**src/rtl/atm_pkg.sv**
```systemverilog
// ---------------------------------------------------------------------------
// atm_pkg
// Shared definitions for the ATM cash dispenser:
//   - disp_state_e : dispenser FSM states
//   - ERR_*        : err_code values reported to the controller
//   - DENOM_*      : note denominations; NOTE_RATIO = 100-notes per 1000-note
// ---------------------------------------------------------------------------
package atm_pkg;

    typedef enum logic [2:0] {
        ST_IDLE,
        ST_CHECK,
        ST_FEED,
        ST_WAIT_ACK,
        ST_DONE,
        ST_ERR
    } disp_state_e;

    localparam logic [1:0] ERR_NONE   = 2'd0;
    localparam logic [1:0] ERR_AMOUNT = 2'd1;
    localparam logic [1:0] ERR_STOCK  = 2'd2;
    localparam logic [1:0] ERR_JAM    = 2'd3;

    localparam int unsigned DENOM_100  = 100;
    localparam int unsigned DENOM_1000 = 1000;
    localparam int unsigned NOTE_RATIO = DENOM_1000 / DENOM_100;

endpackage

```
**src/rtl/cash_dispenser_if.sv**
```systemverilog
// ---------------------------------------------------------------------------
// cash_dispenser_if
// Bundles the controller request path, the refill path, the note-feed
// mechanism handshake and the status outputs of the cash dispenser.
//   master : controller / mechanism side (drives requests, refill, note_ack)
//   slave  : dispenser side (drives feed pulses, status, stock counters)
// ---------------------------------------------------------------------------
interface cash_dispenser_if #(
    parameter int B_WIDTH   = 20,
    parameter int CNT_WIDTH = 10
);
    logic                 dispense_req;
    logic [B_WIDTH-1:0]   amount;
    logic                 refill;
    logic [CNT_WIDTH-1:0] refill_1000;
    logic [CNT_WIDTH-1:0] refill_100;
    logic                 note_ack;
    logic                 note_1000_pulse;
    logic                 note_100_pulse;
    logic                 busy;
    logic                 dispense_done;
    logic                 dispense_error;
    logic [1:0]           err_code;
    logic [CNT_WIDTH-1:0] cnt_1000;
    logic [CNT_WIDTH-1:0] cnt_100;

    modport master (
        output dispense_req, amount, refill, refill_1000, refill_100, note_ack,
        input  note_1000_pulse, note_100_pulse, busy, dispense_done,
               dispense_error, err_code, cnt_1000, cnt_100
    );

    modport slave (
        input  dispense_req, amount, refill, refill_1000, refill_100, note_ack,
        output note_1000_pulse, note_100_pulse, busy, dispense_done,
               dispense_error, err_code, cnt_1000, cnt_100
    );
endinterface

```
**src/rtl/ack_watchdog.sv**
```systemverilog
// ---------------------------------------------------------------------------
// ack_watchdog
// Clear/enable counter that flags the cycle on which the count reaches
// THRESHOLD.
//   clk, rst : clock, asynchronous active-low reset
//   clr      : synchronous clear (wins over en)
//   en       : count this cycle
//   timeout  : high while enabled on the cycle whose edge brings the count
//              to THRESHOLD, so exactly THRESHOLD enabled cycles elapse
//              before the owner reacts
// ---------------------------------------------------------------------------
module ack_watchdog #(
    parameter int unsigned THRESHOLD = 1000
) (
    input  logic clk,
    input  logic rst,
    input  logic clr,
    input  logic en,
    output logic timeout
);
    localparam int unsigned W = $clog2(THRESHOLD + 1);

    logic [W-1:0] count;

    always_ff @(posedge clk or negedge rst) begin
        if (!rst) begin
            count <= '0;
        end else if (clr) begin
            count <= '0;
        end else if (en && (count != W'(THRESHOLD))) begin
            count <= count + W'(1);
        end
    end

    assign timeout = en && (count == W'(THRESHOLD - 1));

endmodule

```
**src/rtl/cash_dispenser.sv**
```systemverilog
// ---------------------------------------------------------------------------
// cash_dispenser
// Turns an approved withdrawal into single-note feed commands for a
// two-cassette mechanism (1000- and 100-unit notes), one note per
// note_ack handshake, and tracks cassette stock.
//   clk, rst : clock, asynchronous active-low reset
//   bus      : cash_dispenser_if.slave
//              in : dispense_req, amount, refill, refill_1000, refill_100,
//                   note_ack
//              out: note_1000_pulse, note_100_pulse, busy, dispense_done,
//                   dispense_error, err_code, cnt_1000, cnt_100
// All outputs are registered.
// ---------------------------------------------------------------------------
module cash_dispenser
    import atm_pkg::*;
#(
    parameter int          B_WIDTH     = 20,
    parameter int          CNT_WIDTH   = 10,
    parameter int unsigned INIT_1000   = 500,
    parameter int unsigned INIT_100    = 1000,
    parameter int unsigned ACK_TIMEOUT = 1000
) (
    input logic             clk,
    input logic             rst,
    cash_dispenser_if.slave bus
);

    disp_state_e          state;
    logic [B_WIDTH-1:0]   amt_q;
    logic [CNT_WIDTH-1:0] rem_1000, rem_100;     // notes still to deliver
    logic [CNT_WIDTH-1:0] cnt_1000_q, cnt_100_q;
    logic                 p1000_q, p100_q, busy_q, done_q, error_q;
    logic [1:0]           err_q;

    // ---------------- planning (evaluated in CHECK) ----------------
    logic [B_WIDTH-1:0] k, k_tens, cnt1000_ext, n1000_w, n100_w;
    logic               amt_bad, short_100;

    always_comb begin
        k           = amt_q / B_WIDTH'(DENOM_100);
        k_tens      = k / B_WIDTH'(NOTE_RATIO);
        cnt1000_ext = B_WIDTH'(cnt_1000_q);
        // Prefer large notes, limited by what the 1000 cassette holds.
        n1000_w     = (k_tens < cnt1000_ext) ? k_tens : cnt1000_ext;
        n100_w      = k - B_WIDTH'(NOTE_RATIO) * n1000_w;
        amt_bad     = (amt_q == '0) || ((amt_q % B_WIDTH'(DENOM_100)) != '0);
        short_100   = n100_w > B_WIDTH'(cnt_100_q);
    end

    // ---------------- per-ack bookkeeping ----------------
    // All 1000-notes go first, so the note being acknowledged is a 1000
    // exactly when any remain in the plan.
    logic                 feeding_1000, last_note;
    logic [CNT_WIDTH-1:0] next_rem_1000, next_rem_100;

    always_comb begin
        feeding_1000  = rem_1000 != '0;
        next_rem_1000 = feeding_1000 ? rem_1000 - CNT_WIDTH'(1) : rem_1000;
        next_rem_100  = feeding_1000 ? rem_100 : rem_100 - CNT_WIDTH'(1);
        last_note     = (next_rem_1000 == '0) && (next_rem_100 == '0);
    end

    // ---------------- saturating refill ----------------
    logic [CNT_WIDTH:0]   sum_1000, sum_100;
    logic [CNT_WIDTH-1:0] sat_1000, sat_100;

    always_comb begin
        sum_1000 = {1'b0, cnt_1000_q} + {1'b0, bus.refill_1000};
        sum_100  = {1'b0, cnt_100_q}  + {1'b0, bus.refill_100};
        sat_1000 = sum_1000[CNT_WIDTH] ? '1 : sum_1000[CNT_WIDTH-1:0];
        sat_100  = sum_100[CNT_WIDTH]  ? '1 : sum_100[CNT_WIDTH-1:0];
    end

    // ---------------- ack watchdog ----------------
    logic wd_timeout;

    ack_watchdog #(.THRESHOLD(ACK_TIMEOUT)) u_wd (
        .clk     (clk),
        .rst     (rst),
        .clr     (state == ST_FEED),
        .en      (state == ST_WAIT_ACK),
        .timeout (wd_timeout)
    );

    // ---------------- FSM with registered outputs ----------------
    always_ff @(posedge clk or negedge rst) begin
        if (!rst) begin
            state      <= ST_IDLE;
            amt_q      <= '0;
            rem_1000   <= '0;
            rem_100    <= '0;
            cnt_1000_q <= CNT_WIDTH'(INIT_1000);
            cnt_100_q  <= CNT_WIDTH'(INIT_100);
            p1000_q    <= 1'b0;
            p100_q     <= 1'b0;
            busy_q     <= 1'b0;
            done_q     <= 1'b0;
            error_q    <= 1'b0;
            err_q      <= ERR_NONE;
        end else begin
            // pulses are single-cycle unless re-armed below
            p1000_q <= 1'b0;
            p100_q  <= 1'b0;
            done_q  <= 1'b0;
            error_q <= 1'b0;

            case (state)
                ST_IDLE: begin
                    if (bus.dispense_req) begin
                        amt_q  <= bus.amount;
                        err_q  <= ERR_NONE;
                        busy_q <= 1'b1;
                        state  <= ST_CHECK;
                    end else if (bus.refill) begin
                        cnt_1000_q <= sat_1000;
                        cnt_100_q  <= sat_100;
                    end
                end

                ST_CHECK: begin
                    if (amt_bad) begin
                        err_q   <= ERR_AMOUNT;
                        error_q <= 1'b1;
                        state   <= ST_ERR;
                    end else if (short_100) begin
                        err_q   <= ERR_STOCK;
                        error_q <= 1'b1;
                        state   <= ST_ERR;
                    end else begin
                        rem_1000 <= CNT_WIDTH'(n1000_w);
                        rem_100  <= CNT_WIDTH'(n100_w);
                        if (n1000_w != '0) p1000_q <= 1'b1;
                        else               p100_q  <= 1'b1;
                        state <= ST_FEED;
                    end
                end

                // Pulse is already on the output; ack here is ignored.
                ST_FEED: state <= ST_WAIT_ACK;

                ST_WAIT_ACK: begin
                    if (bus.note_ack) begin
                        if (feeding_1000) cnt_1000_q <= cnt_1000_q - CNT_WIDTH'(1);
                        else              cnt_100_q  <= cnt_100_q - CNT_WIDTH'(1);
                        rem_1000 <= next_rem_1000;
                        rem_100  <= next_rem_100;
                        if (last_note) begin
                            done_q <= 1'b1;
                            state  <= ST_DONE;
                        end else begin
                            if (next_rem_1000 != '0) p1000_q <= 1'b1;
                            else                     p100_q  <= 1'b1;
                            state <= ST_FEED;
                        end
                    end else if (wd_timeout) begin
                        err_q   <= ERR_JAM;
                        error_q <= 1'b1;
                        state   <= ST_ERR;
                    end
                end

                ST_DONE, ST_ERR: begin
                    busy_q <= 1'b0;
                    state  <= ST_IDLE;
                end

                default: begin
                    busy_q <= 1'b0;
                    state  <= ST_IDLE;
                end
            endcase
        end
    end

    assign bus.note_1000_pulse = p1000_q;
    assign bus.note_100_pulse  = p100_q;
    assign bus.busy            = busy_q;
    assign bus.dispense_done   = done_q;
    assign bus.dispense_error  = error_q;
    assign bus.err_code        = err_q;
    assign bus.cnt_1000        = cnt_1000_q;
    assign bus.cnt_100         = cnt_100_q;

endmodule
```
**src/flat_wrapper.sv**
```systemverilog
// flat-port wrapper written by rule: the top's interface ports become plain ports
module cash_dispenser_flat import atm_pkg::*;
#(
    parameter int          B_WIDTH     = 20,
    parameter int          CNT_WIDTH   = 10,
    parameter int unsigned INIT_1000   = 500,
    parameter int unsigned INIT_100    = 1000,
    parameter int unsigned ACK_TIMEOUT = 1000
)
  (clk, rst, bus_dispense_req, bus_amount, bus_refill, bus_refill_1000, bus_refill_100, bus_note_ack, bus_note_1000_pulse, bus_note_100_pulse, bus_busy, bus_dispense_done, bus_dispense_error, bus_err_code, bus_cnt_1000, bus_cnt_100);
  cash_dispenser_if #(.B_WIDTH(B_WIDTH), .CNT_WIDTH(CNT_WIDTH)) bus_i ();
  input logic clk;
  input logic rst;
  input wire logic [$bits(bus_i.dispense_req)-1:0] bus_dispense_req;
  input wire logic [$bits(bus_i.amount)-1:0] bus_amount;
  input wire logic [$bits(bus_i.refill)-1:0] bus_refill;
  input wire logic [$bits(bus_i.refill_1000)-1:0] bus_refill_1000;
  input wire logic [$bits(bus_i.refill_100)-1:0] bus_refill_100;
  input wire logic [$bits(bus_i.note_ack)-1:0] bus_note_ack;
  output wire logic [$bits(bus_i.note_1000_pulse)-1:0] bus_note_1000_pulse;
  output wire logic [$bits(bus_i.note_100_pulse)-1:0] bus_note_100_pulse;
  output wire logic [$bits(bus_i.busy)-1:0] bus_busy;
  output wire logic [$bits(bus_i.dispense_done)-1:0] bus_dispense_done;
  output wire logic [$bits(bus_i.dispense_error)-1:0] bus_dispense_error;
  output wire logic [$bits(bus_i.err_code)-1:0] bus_err_code;
  output wire logic [$bits(bus_i.cnt_1000)-1:0] bus_cnt_1000;
  output wire logic [$bits(bus_i.cnt_100)-1:0] bus_cnt_100;
  assign bus_i.dispense_req = bus_dispense_req;
  assign bus_i.amount = bus_amount;
  assign bus_i.refill = bus_refill;
  assign bus_i.refill_1000 = bus_refill_1000;
  assign bus_i.refill_100 = bus_refill_100;
  assign bus_i.note_ack = bus_note_ack;
  assign bus_note_1000_pulse = bus_i.note_1000_pulse;
  assign bus_note_100_pulse = bus_i.note_100_pulse;
  assign bus_busy = bus_i.busy;
  assign bus_dispense_done = bus_i.dispense_done;
  assign bus_dispense_error = bus_i.dispense_error;
  assign bus_err_code = bus_i.err_code;
  assign bus_cnt_1000 = bus_i.cnt_1000;
  assign bus_cnt_100 = bus_i.cnt_100;
  cash_dispenser #(.B_WIDTH(B_WIDTH), .CNT_WIDTH(CNT_WIDTH), .INIT_1000(INIT_1000), .INIT_100(INIT_100), .ACK_TIMEOUT(ACK_TIMEOUT)) u_core (.clk(clk), .rst(rst), .bus(bus_i));
endmodule
```
**config.mk**
```make
export PLATFORM = sky130hd
export DESIGN_NAME = cash_dispenser_flat
export DESIGN_NICKNAME = d
export VERILOG_FILES = /design/src/rtl/atm_pkg.sv /design/src/rtl/cash_dispenser_if.sv /design/src/rtl/ack_watchdog.sv /design/src/rtl/cash_dispenser.sv /design/src/flat_wrapper.sv
export SDC_FILE = /design/constraint.sdc
export NUM_CORES = 1
export LEC_CHECK = 0
export CAP_MARGIN = 30
export CORE_MARGIN = 2
export CORE_UTILIZATION = 60
export CTS_CLUSTER_DIAMETER = 80
export DETAILED_ROUTE_END_ITERATION = 7
export GPL_TIMING_DRIVEN = 0
export PLACE_DENSITY = 0.81
export SLEW_MARGIN = 20
export SYNTH_ARGS = -nofsm -noshare
export SYNTH_HDL_FRONTEND = slang
export SYNTH_SLANG_ARGS = --single-unit
```
**constraint.sdc**
```tcl
create_clock -name clk -period 20.7 [get_ports clk]
set_clock_uncertainty 0.1 [all_clocks]
set_input_delay 6.21 -clock clk [delete_from_list [all_inputs] [get_ports clk]]
set_output_delay 6.21 -clock clk [all_outputs]
set_load 0.03 [all_outputs]
```
==> run_results.csv <==
group,metric,value,unit
critical_path,slowest_cell_on_crit_path,"a311oi_1",
logic_synthesis,yosys.cell_count.top_type,"nor2_1",
sta,hold_viol_final,0,
critical_path,critPathKind,"register to register",
floorplanning,start_util,61.2,%
global_routing,grtUsageTotal,32.0,%
global_routing,antenna_found_initial,0,
sta,tightestPinTransition,940,ps
clocking,cts.clk_slew.worst_paths,70,ps
critical_path,crit_arrival,17230,ps
logic_synthesis,synth.avg_cell_area,7.72,um2
clocking,tritoncts,"built",
layout,drive_gt1_share,10.0,%
layout,final_core_util,68.5,%
layout,final_net_count,1643,
sta,max_slew_margin,37.3,%
global_routing,pin_count_of_the_biggest_net_entering_global_routing,51,
global_routing,met3_usage,4.78,%
floorplanning,die_height,140,um
logic_synthesis,synth_adder_area_share,10.1,%
clocking,cts-buffers-inserted,9,
clocking,cts-resized-gates,0,
route,antenna_violating_nets_post_route,0,
placed_design,portBuffers,71,
logic_synthesis,synth_nets,1557,
floorplanning,fp.dieW,140,um
sta,rsz_0062_raised_after_global_routing,"false",
logic_synthesis,synth.area.mux_share,4.27,%
floorplanning,core_region_area,18000,um2
route,postRouteWirelength,31800,um
global_routing,global_route_wire_length_before_repair,52200,um
floorplanning,die_area,19500,um2
logic_synthesis,ff_latch_count_synth,80,
global_routing,grt.met2_usage,53.6,%
global_routing,grt_pass1_vias,10900,
critical_path,timing.critical_path.fanout_max,10,
critical_path,critical_path_required,20820,ps
sta,setup-violations-final,0,
layout,synthToLayoutAreaGrowth,12.0,%
sta,post_route_clock_period_utilization,82.7,%
route,drtPass1Iterations,6,
clocking,holdBufCountCts,0,
logic_synthesis,yosys.area_share.simple,20.9,%
logic_synthesis,syn-cell-area,11000,um2
logic_synthesis,seq_area_frac_synth,18.3,%
critical_path,cp-end-kind,"register",
logic_synthesis,synth_top_area_share,15.4,%
layout,antenna_cells,0,
flow_run,drv_cap,0,
logic_synthesis,synth_top_cells_by_count,"nor2_1, nand2_1, a21oi_1, o21ai_0, inv_1",
logic_synthesis,synthesis.instances,1429,
placed_design,hpwlAfterDp,23800,um
floorplanning,fp-row-count,49,
sta,timing_max_transition_violations_final,0,
clocking,ctsHtreeMaxLevel,3,
clocking,cts_sinks,80,
route,drc,0,
logic_synthesis,synthDistinctLibCells,116,
critical_path,worst_path_buf_inv,13,
floorplanning,boundaryPins,72,
sta,maxClockFrequency,58.4,MHz
global_routing,total_overflow_reported_by_the_global_router,0,
critical_path,cp_slowest_stage_delay,740,ps
layout,fillers,1533,
route,vias,11600,
sta,setup_tns,0,ps
logic_synthesis,post-synth-top-area-cell,"dfrtp_1",
logic_synthesis,ys.flop_type,"dfrtp_1",
clocking,clock_path_buffers,2,
logic_synthesis,synthXorXnorAreaFrac,5.88,%
critical_path,timing.critical_path.max_delay_family,"compound AO/OA/AOI/OAI gates",
route,detailedRoute.firstIterationViolations,995,
global_routing,grtUsageMet1,42.3,%
placed_design,routabilityCongestion,0.950,
sta,worst_hold_slack,403,ps
outcome,status,"completed",
route,drt-vias-per-instance,6.64,
logic_synthesis,netlist_top_cells_area,"dfrtp_1, ha_1, a21oi_1",
logic_synthesis,combinational_family_with_the_most_area_after_synthesis,"compound AO/OA/AOI/OAI gates",
global_routing,grt_busiest_layer,"met2",
logic_synthesis,synth-edff-count,0,
route,detail_route.wl_per_cell,18.2,um
clocking,clock_latency,370,ps
sta,fin_crit,17110,ps
critical_path,cpMostUsedCell,"ha_1",
hold_path,hold_path_class,"register to register",
logic_synthesis,yosys_warnings,0,
logic_synthesis,synth-compound-area-share,34.3,%
logic_synthesis,synth_async_sr_flop_share,100,%
clocking,clock-root-buffer,"clkbuf_16",
clocking,cts_setup_buffers,0,
critical_path,critPathLaunchType,"register",
## state kept, by name, summed over array words and instances, names as in the netlist, 2 cells and up
signal and flops:
u_core.amt_q 20, u_core.bus.cnt_1000 10, u_core.bus.cnt_100 10, u_core.rem_1000 10
u_core.rem_100 10, u_core.u_wd.count 10, u_core.state 3, u_core.bus.err_code 2
## worst min-delay path, stage by stage, from the launching register on
cell	delay [ps]
dfrtp_1	360
nand2_1	50
o21ai_0	60
## layout by cell type (no fill, tap or decap), types with 24 or more instances in the layout
cell,n
nand2_1,103
dfrtp_1,68
xnor2_1,46
a21o_1,29
nor3_1,48
clkdlybuf4s50_1,70
a21oi_1,102
nand3_1,37
inv_1,82
nor2_1,128
ha_1,79
o21ai_0,102
clkbuf_1,49
o211ai_1,24
## worst paths after layout
check	to	startpoint	cells past startpoint	slack, ps
setup / recovery	u_core.rem_1000[8]	u_core.amt_q[19]	65	3590
hold / removal	u_core.bus.err_code[0]	u_core.bus.err_code[0]	2	400
setup reg to reg	u_core.rem_1000[8]	u_core.amt_q[19]	65	3590
hold reg to reg	u_core.bus.err_code[0]	u_core.bus.err_code[0]	2	400
max in group asynchronous	u_core.bus.cnt_1000[6]	rst	2	14120
min in group asynchronous	u_core.bus.cnt_100[4]	rst	1	5700
## logic make-up after synthesis
group	Yosys count
compound gates	521
simple gates	463
buf+inv	166
fa+ha+maj	87
flops	80
xor+xnor	71
mux	40
other cells	1
## through the flow
| step | instance area [um2] | cells | worst slack, ps |
|---|---|---|---|
| 2_1_floorplan | 11000 | 1429 | 6960 |
| 3_3_place_gp | 12000 | 1729 | 3760 |
| 3_5_place_dp | 12000 | 1730 | 3500 |
| 4_1_cts | 12300 | 1746 | 3390 |
| 5_1_grt | 12300 | 1749 | 2620 |
| 6_report | 12300 | 1749 | 3590 |
## metal layers
metal	share of wire [%]	routed length, um	vias up
met1	44	13900	5507
met3	6.9	2210	74
li1	-	-	5547
met4	2.7	860	0
met2	47	14800	487
met5	0	0	-
## final cells by class
| cell class | instances | area (um2) | share of cell area [%] |
|---|---|---|---|
| multi-input combinational | 1183 | 8310 | 67.3 |
| timing repair buffer | 75 | 751 | 6.08 |
| buffer | 72 | 340 | 2.76 |
| clock buffer | 12 | 256 | 2.08 |
| inverter | 94 | 355 | 2.88 |
| tap | 229 | 287 | 2.32 |
| clock inverter | 4 | 27.5 | 0.223 |
| sequential | 80 | 2020 | 16.3 |
Power is left out: the tool's default activity adds up to more than one toggle a clock period on the data nets, which glitch-free logic cannot reach.
